**src/rtl/mem_stage_pkg.sv**
```systemverilog
// Shared definitions for the memory stage: datapath width, FSM encoding, branch helper.
package mem_stage_pkg;

   localparam int unsigned MEM_WORD = 64;
   localparam int unsigned RD_W     = 5;

   localparam logic [1:0] ST_IDLE = 2'd0;
   localparam logic [1:0] ST_REQ  = 2'd1;
   localparam logic [1:0] ST_RESP = 2'd2;

   function automatic logic br_taken(input logic branch, input logic zero, input logic uncond);
      return (branch & zero) | uncond;
   endfunction

endpackage

```
**src/rtl/mem_stage_branch_unit.sv**
```systemverilog
// Branch resolution: one-cycle pc_src pulse after a taken transfer, sticky pc_target.
module branch_unit
   import mem_stage_pkg::*;
#(
   parameter int unsigned WORD = MEM_WORD
) (
   input  logic            clk,
   input  logic            rst_n,
   input  logic            xfer_i,
   input  logic            branch_i,
   input  logic            uncond_branch_i,
   input  logic            zero_i,
   input  logic [WORD-1:0] target_i,
   output logic            pc_src_o,
   output logic [WORD-1:0] pc_target_o
);

   logic            pc_src_q;
   logic [WORD-1:0] pc_target_q;
   logic            taken_c;

   assign taken_c = xfer_i & br_taken(branch_i, zero_i, uncond_branch_i);

   always_ff @(posedge clk or negedge rst_n) begin
      if (!rst_n) begin
         pc_src_q    <= 1'b0;
         pc_target_q <= '0;
      end else begin
         pc_src_q <= taken_c;
         if (taken_c) pc_target_q <= target_i;
      end
   end

   assign pc_src_o    = pc_src_q;
   assign pc_target_o = pc_target_q;

endmodule

```
**src/rtl/mem_stage.sv**
```systemverilog
// Memory pipeline stage: IDLE/REQ/RESP handshake between execute, data memory and writeback.
// Define MEM_ALIGN_CHK_EN to fault misaligned accesses instead of issuing them.
module mem_stage
   import mem_stage_pkg::*;
#(
   parameter int unsigned WORD     = MEM_WORD,
   parameter int unsigned ADDR_LSB = 3
) (
   input  logic            clk,
   input  logic            rst_n,
   input  logic            ex_valid,
   output logic            ex_ready,
   input  logic [WORD-1:0] alu_result,
   input  logic            zero,
   input  logic [WORD-1:0] branch_target,
   input  logic [WORD-1:0] store_data,
   input  logic            mem_read,
   input  logic            mem_write,
   input  logic            branch,
   input  logic            uncond_branch,
   input  logic            mem_to_reg,
   input  logic            reg_write,
   input  logic [RD_W-1:0] rd,
   output logic            dm_req,
   output logic            dm_we,
   output logic [WORD-1:0] dm_addr,
   output logic [WORD-1:0] dm_wdata,
   input  logic            dm_ack,
   input  logic [WORD-1:0] dm_rdata,
   output logic            wb_valid,
   input  logic            wb_ready,
   output logic [WORD-1:0] wb_data,
   output logic [RD_W-1:0] wb_rd,
   output logic            wb_reg_write,
   output logic            wb_fault,
   output logic            pc_src,
   output logic [WORD-1:0] pc_target
);

`ifdef MEM_ALIGN_CHK_EN
   localparam bit ALIGN_CHK_EN = 1'b1;
`else
   localparam bit ALIGN_CHK_EN = 1'b0;
`endif

   logic [1:0]      state_q, state_d;
   logic            ex_ready_q, ex_ready_d;
   logic            dm_req_q, dm_req_d;
   logic            dm_we_q, dm_we_d;
   logic [WORD-1:0] dm_addr_q, dm_addr_d;
   logic [WORD-1:0] dm_wdata_q, dm_wdata_d;
   logic            wb_valid_q, wb_valid_d;
   logic [WORD-1:0] wb_data_q, wb_data_d;
   logic [RD_W-1:0] wb_rd_q, wb_rd_d;
   logic            wb_reg_write_q, wb_reg_write_d;
   logic            wb_fault_q, wb_fault_d;
   logic            mem_to_reg_q, mem_to_reg_d;
   logic            reg_write_q, reg_write_d;
   logic            is_load_q, is_load_d;

   logic xfer_c, access_c, fault_c;

   assign xfer_c   = ex_valid & ex_ready_q;
   assign access_c = mem_read | mem_write;
   assign fault_c  = ALIGN_CHK_EN & (|alu_result[ADDR_LSB-1:0]);

   always_ff @(posedge clk or negedge rst_n) begin
      if (!rst_n) begin
         state_q        <= ST_IDLE;
         ex_ready_q     <= 1'b1;
         dm_req_q       <= 1'b0;
         dm_we_q        <= 1'b0;
         dm_addr_q      <= '0;
         dm_wdata_q     <= '0;
         wb_valid_q     <= 1'b0;
         wb_data_q      <= '0;
         wb_rd_q        <= '0;
         wb_reg_write_q <= 1'b0;
         wb_fault_q     <= 1'b0;
         mem_to_reg_q   <= 1'b0;
         reg_write_q    <= 1'b0;
         is_load_q      <= 1'b0;
      end else begin
         state_q        <= state_d;
         ex_ready_q     <= ex_ready_d;
         dm_req_q       <= dm_req_d;
         dm_we_q        <= dm_we_d;
         dm_addr_q      <= dm_addr_d;
         dm_wdata_q     <= dm_wdata_d;
         wb_valid_q     <= wb_valid_d;
         wb_data_q      <= wb_data_d;
         wb_rd_q        <= wb_rd_d;
         wb_reg_write_q <= wb_reg_write_d;
         wb_fault_q     <= wb_fault_d;
         mem_to_reg_q   <= mem_to_reg_d;
         reg_write_q    <= reg_write_d;
         is_load_q      <= is_load_d;
      end
   end

   // Next state and next registered outputs; a read+write pair is handled as a store.
   always_comb begin
      state_d        = state_q;
      ex_ready_d     = ex_ready_q;
      dm_req_d       = dm_req_q;
      dm_we_d        = dm_we_q;
      dm_addr_d      = dm_addr_q;
      dm_wdata_d     = dm_wdata_q;
      wb_valid_d     = wb_valid_q;
      wb_data_d      = wb_data_q;
      wb_rd_d        = wb_rd_q;
      wb_reg_write_d = wb_reg_write_q;
      wb_fault_d     = wb_fault_q;
      mem_to_reg_d   = mem_to_reg_q;
      reg_write_d    = reg_write_q;
      is_load_d      = is_load_q;
      case (state_q)
         ST_IDLE: begin
            if (xfer_c) begin
               ex_ready_d   = 1'b0;
               wb_data_d    = alu_result;
               wb_rd_d      = rd;
               mem_to_reg_d = mem_to_reg;
               reg_write_d  = reg_write;
               is_load_d    = mem_read & ~mem_write;
               if (access_c && fault_c) begin
                  state_d        = ST_RESP;
                  wb_valid_d     = 1'b1;
                  wb_fault_d     = 1'b1;
                  wb_reg_write_d = 1'b0;
               end else if (access_c) begin
                  state_d    = ST_REQ;
                  dm_req_d   = 1'b1;
                  dm_we_d    = mem_write;
                  dm_addr_d  = alu_result;
                  dm_wdata_d = store_data;
               end else begin
                  state_d        = ST_RESP;
                  wb_valid_d     = 1'b1;
                  wb_reg_write_d = reg_write;
               end
            end
         end
         ST_REQ: begin
            if (dm_ack) begin
               state_d        = ST_RESP;
               dm_req_d       = 1'b0;
               dm_we_d        = 1'b0;
               wb_valid_d     = 1'b1;
               wb_reg_write_d = reg_write_q & is_load_q;
               if (is_load_q && mem_to_reg_q) wb_data_d = dm_rdata;
            end
         end
         ST_RESP: begin
            if (wb_ready) begin
               state_d        = ST_IDLE;
               ex_ready_d     = 1'b1;
               wb_valid_d     = 1'b0;
               wb_reg_write_d = 1'b0;
               wb_fault_d     = 1'b0;
            end
         end
         default: begin
            state_d    = ST_IDLE;
            ex_ready_d = 1'b1;
            dm_req_d   = 1'b0;
            dm_we_d    = 1'b0;
            wb_valid_d = 1'b0;
         end
      endcase
   end

   branch_unit #(.WORD(WORD)) u_branch (
      .clk             (clk),
      .rst_n           (rst_n),
      .xfer_i          (xfer_c),
      .branch_i        (branch),
      .uncond_branch_i (uncond_branch),
      .zero_i          (zero),
      .target_i        (branch_target),
      .pc_src_o        (pc_src),
      .pc_target_o     (pc_target)
   );

   assign ex_ready     = ex_ready_q;
   assign dm_req       = dm_req_q;
   assign dm_we        = dm_we_q;
   assign dm_addr      = dm_addr_q;
   assign dm_wdata     = dm_wdata_q;
   assign wb_valid     = wb_valid_q;
   assign wb_data      = wb_data_q;
   assign wb_rd        = wb_rd_q;
   assign wb_reg_write = wb_reg_write_q;
   assign wb_fault     = ALIGN_CHK_EN ? wb_fault_q : 1'b0;

endmodule

```
**config.mk**
```make
export PLATFORM = sky130hd
export DESIGN_NAME = mem_stage
export DESIGN_NICKNAME = d
export VERILOG_FILES = /design/src/rtl/mem_stage_pkg.sv /design/src/rtl/mem_stage_branch_unit.sv /design/src/rtl/mem_stage.sv
export SDC_FILE = /design/constraint.sdc
export NUM_CORES = 1
export LEC_CHECK = 0
export ABC_AREA = 1
export BUFFER_PORTS_ARGS = -buffer_cell sky130_fd_sc_hd__buf_2
export CORE_AREA = 2 2 213 215
export DETAILED_ROUTE_END_ITERATION = 8
export DIE_AREA = 0 0 215 217
export PLACE_DENSITY = 0.57
export RECOVER_POWER = 25
export SYNTH_ARGS = -nofsm -noshare
export SYNTH_HDL_FRONTEND = slang
export SYNTH_SLANG_ARGS = --single-unit
export TNS_END_PERCENT = 50
```
**constraint.sdc**
```tcl
create_clock -name clk -period 4.46 [get_ports clk]
set_input_delay 0.669 -clock clk [delete_from_list [all_inputs] [get_ports clk]]
set_output_delay 0.669 -clock clk [all_outputs]
set_load 0.02 [all_outputs]
```
==> flow_summary_export.csv <==
group,metric,value,unit
sta,rsz0062_at_grt,"no",
floorplanning,die_h,217,um
synth,syn_nets,1549,
floorplanning,fp.dieW,215,um
status,violations,"max-capacitance violations, max-slew violations",
detailed_routing,wirelength,36800,um
detailed_routing,vias,10280,
synth,synth_area_leader_cell,"dfrtp_1",
setup_path,required,4900,ps
cts,clk_latency,560,ps
setup_path,rr_startpoint,"state_q[0]",
floorplanning,pin_count,541,
detailed_routing,drc_errors,0,
sta,slew_violations,96,
power,p_leak,0.00883,uW
setup_path,timing.rr.end,"wb_data[59]",
global_routing,grt_pass1_wl,56800,um
min_path,hold_path_depth,3,
setup_path,timing_worst_setup_path_type,"reg2reg",
setup_path,ff2ff_path_depth,9,
place,place_congestion,0.845,
power,p_per_area,816,nW/um^2
setup_path,crit_path_max_fanout,101,
setup_path,ff2ff_setup_slack,1750,ps
setup_path,path_cells,"inv_1 -> ha_1 -> nor2_1 -> a21oi_1 -> nand2_8 -> buf_4 -> buf_4 -> nand2_1 -> o21ai_2",
synth,synth_top_area_frac,0.595,
power,power_frac_clock,0.205,
sta,period_needed,2710,ps
cts,clockBufferDepth,3,
sta,slew_headroom,-0.742,
min_path,hold_path.startpoint,"branch_target[47]",
detailed_routing,wl_met3,2750,um
sta,skew,11.0,ps
sta,hold_ws,298,ps
detailed_routing,wl_per_cell,15.3,um
sta,finalSetupViolations,0,
final_layout,n_fill_cell,4715,
global_routing,antenna_found_initial,1,
floorplanning,num_rows,78,
global_routing,grt_pass1_vias,9945,
final_layout,fin_nets,2056,
place,pre_cts_ws,1700,ps
cts,htreeDepth,1,
sta,tns,0,ps
detailed_routing,firstDrtPassIters,4,
power,p_switching,5640,uW
status,status,"complete, but fails checks",
cts,tritoncts.num_buffers,31,
final_layout,antennaDiodeCount,0,
sta,worstMarginPinSlew,2610,ps
floorplanning,initial_core_util,0.255,
detailed_routing,wl_met2,17200,um
detailed_routing,drtIter0Drc,640,
global_routing,grt-ovfl-total,0,
cts,cts_tree,"built",
sta,layout_setup_ws,1750,ps
cts,cts-resized-gates,0,
cts,cts_setup_buffers,0,
global_routing,grt_usage,0.152,
min_path,min_path_type,"in2reg",
floorplanning,core_area,44700,sq um
floorplanning,dieArea,46700,sq um
power,pwr-share-seq,0.339,
synth,syn_area,11400,sq um
synth,synthTopCellsByArea,"dfrtp_1, nand2_1, o21ai_2",
setup_path,cp_slowest_stage_delay,450,ps
synth,yosysWarnings,0,
setup_path,crit_top_cell,"buf_4",
final_layout,drive_gt1_frac,0.377,
place,portBuffers,539,
power,p_int,7050,uW
detailed_routing,detail-route-antenna-nets,0,
synth,syn_inst,1273,
cts,cts_hold_buf,0,
detailed_routing,wl_met1,15900,um
final_layout,syn2layout_area_growth,36.6,%
synth,synth-seq-cells,272,
cts,clock-root-buffer,"clkbuf_16",
cts,cts.clk_slew.worst_paths,60,ps
synth,synth.distinct_cells,24,
synth,synth_area_per_cell,8.95,sq um
power,p_sw_frac,0.444,
sta,max_freq,368,MHz
setup_path,cp_data_arrival_time,3150,ps
final_layout,post-route-util,0.348,
sta,hold_viol_final,0,
setup_path,setup.worst_path.start,"state_q[0]",
cts,cts.sinks,272,
detailed_routing,routed_via_density,4.28,
global_routing,grt_max_degree,162,
power,vdd.ir_drop.worst,0.472,mV
place,dp_hpwl,27000,um
detailed_routing,route.top_layer_used,"met5",
job,maxCapViolCount,1,
setup_path,end_kind,"register",
min_path,min_to,"u_branch.pc_target_o[47]",
synth,ys_seq_area_frac,0.597,
setup_path,start_kind,"register",
setup_path,cp_slowest_cell,"buf_4",
sta,post-route-period-util,0.609,
power,power_frac_comb,0.455,
per-layer routing:
layer	global-route usage	up-vias
met5	0	-
met4	0.0462	2
met3	0.0372	56
met2	0.245	383
met1	0.202	4830
li1	-	5009
through the flow:
stage	instance area, sq um	power, uW	cells
after floorplan	11400	8230	1273
after detailed placement	14500	10200	2347
after global placement	14500	10100	2347
after CTS	15600	12900	2402
final	15600	12700	2402
after global routing	15600	13600	2402
Yosys cell counts:
| cell | number |
|---|---|
| nand4_1 | 3 |
| ha_1 | 3 |
| buf_1 | 2 |
| a21oi_1 | 1 |
| o31ai_1 | 1 |
| dfrtp_1 | 271 |
| inv_2 | 3 |
| inv_1 | 77 |
| nand2_2 | 3 |
| nor2_1 | 6 |
| a21o_1 | 1 |
| nor2_4 | 1 |
| conb_1 | 1 |
| o21ai_2 | 64 |
| o21ai_0 | 71 |
| o21ai_1 | 62 |
| nand2_1 | 558 |
| nand3_1 | 66 |
| dfstp_2 | 1 |
| buf_6 | 16 |
| buf_2 | 40 |
| nor2_2 | 1 |
| buf_4 | 9 |
| clkbuf_1 | 12 |
worst max-delay path: cells and delay by family (launching register included):
kind	cells	cell delay, ps
compound gates	2	420
fa+ha+maj	1	350
buf+inv	3	750
flops	1	380
simple gates	3	630
placed cells by master, fill, tap and decap left out, types with 2 or more instances in the layout:
master / count
nand2_1: 557
buf_2: 538
dfrtp_1: 271
inv_1: 76
o21ai_0: 71
nand3_1: 66
o21ai_2: 64
o21ai_1: 62
clkbuf_16: 31
buf_4: 12
clkbuf_8: 9
nor2_1: 6
clkinv_2: 6
inv_2: 3
nand4_1: 3
ha_1: 3
clkbuf_1: 3
bufinv_16: 3
nand2_2: 2
nand2_8: 2
buf_12: 2
power by group through the flow:
stage / clock [uW] / combinational (uW) / sequential (uW)
3_5_place_dp: 0 / 5860 / 4310
4_1_cts: 2700 / 5860 / 4300
3_3_place_gp: 0 / 5780 / 4300
6_report: 2610 / 5780 / 4310
5_1_grt: 2810 / 6340 / 4440
2_1_floorplan: 0 / 2540 / 5690
state kept, by name (all words and copies together) (netlist names):
register / cells
dm_addr: 64
dm_wdata: 64
u_branch.pc_target_o: 64
wb_data: 64
wb_rd: 5
state_q: 2
dm_req: 1
dm_we: 1
ex_ready: 1
is_load_q: 1
mem_to_reg_q: 1
reg_write_q: 1
u_branch.pc_src_o: 1
wb_reg_write: 1
wb_valid: 1
cells by family (layout without fill, tap and decap cells):
group	after synthesis	count (layout)	share of synthesized area
buffers and inverters	159	688	0.0703
and+or+nand+nor	638	638	0.220
adders and majority gates	3	3	0.00329
other	1	1	0.000329
AOI/OAI and AO/OA	200	200	0.109
DFF	272	272	0.597
worst max path at each step:
stage                               endpoint  slack (ps)  cells after the start
finish                           wb_data[59]        1750                      9
global route         u_branch.pc_target_o[3]        1480                      2
CTS                              wb_data[59]        1670                      9
detailed placement               wb_data[59]        1700                      9
global placement                 wb_data[62]        1800                      9
floorplan           u_branch.pc_target_o[44]        2950                      6
cell type report:
class	count	area (sq um)	area share
repair buffers	553	2830	0.182
flip-flops and latches	272	6810	0.437
inverters	80	303	0.0195
clock inverters	12	145	0.00932
multi-input cells	842	3820	0.245
clock buffers	43	911	0.0585
well taps	600	751	0.0482
(Power assumes the default switching activity.)
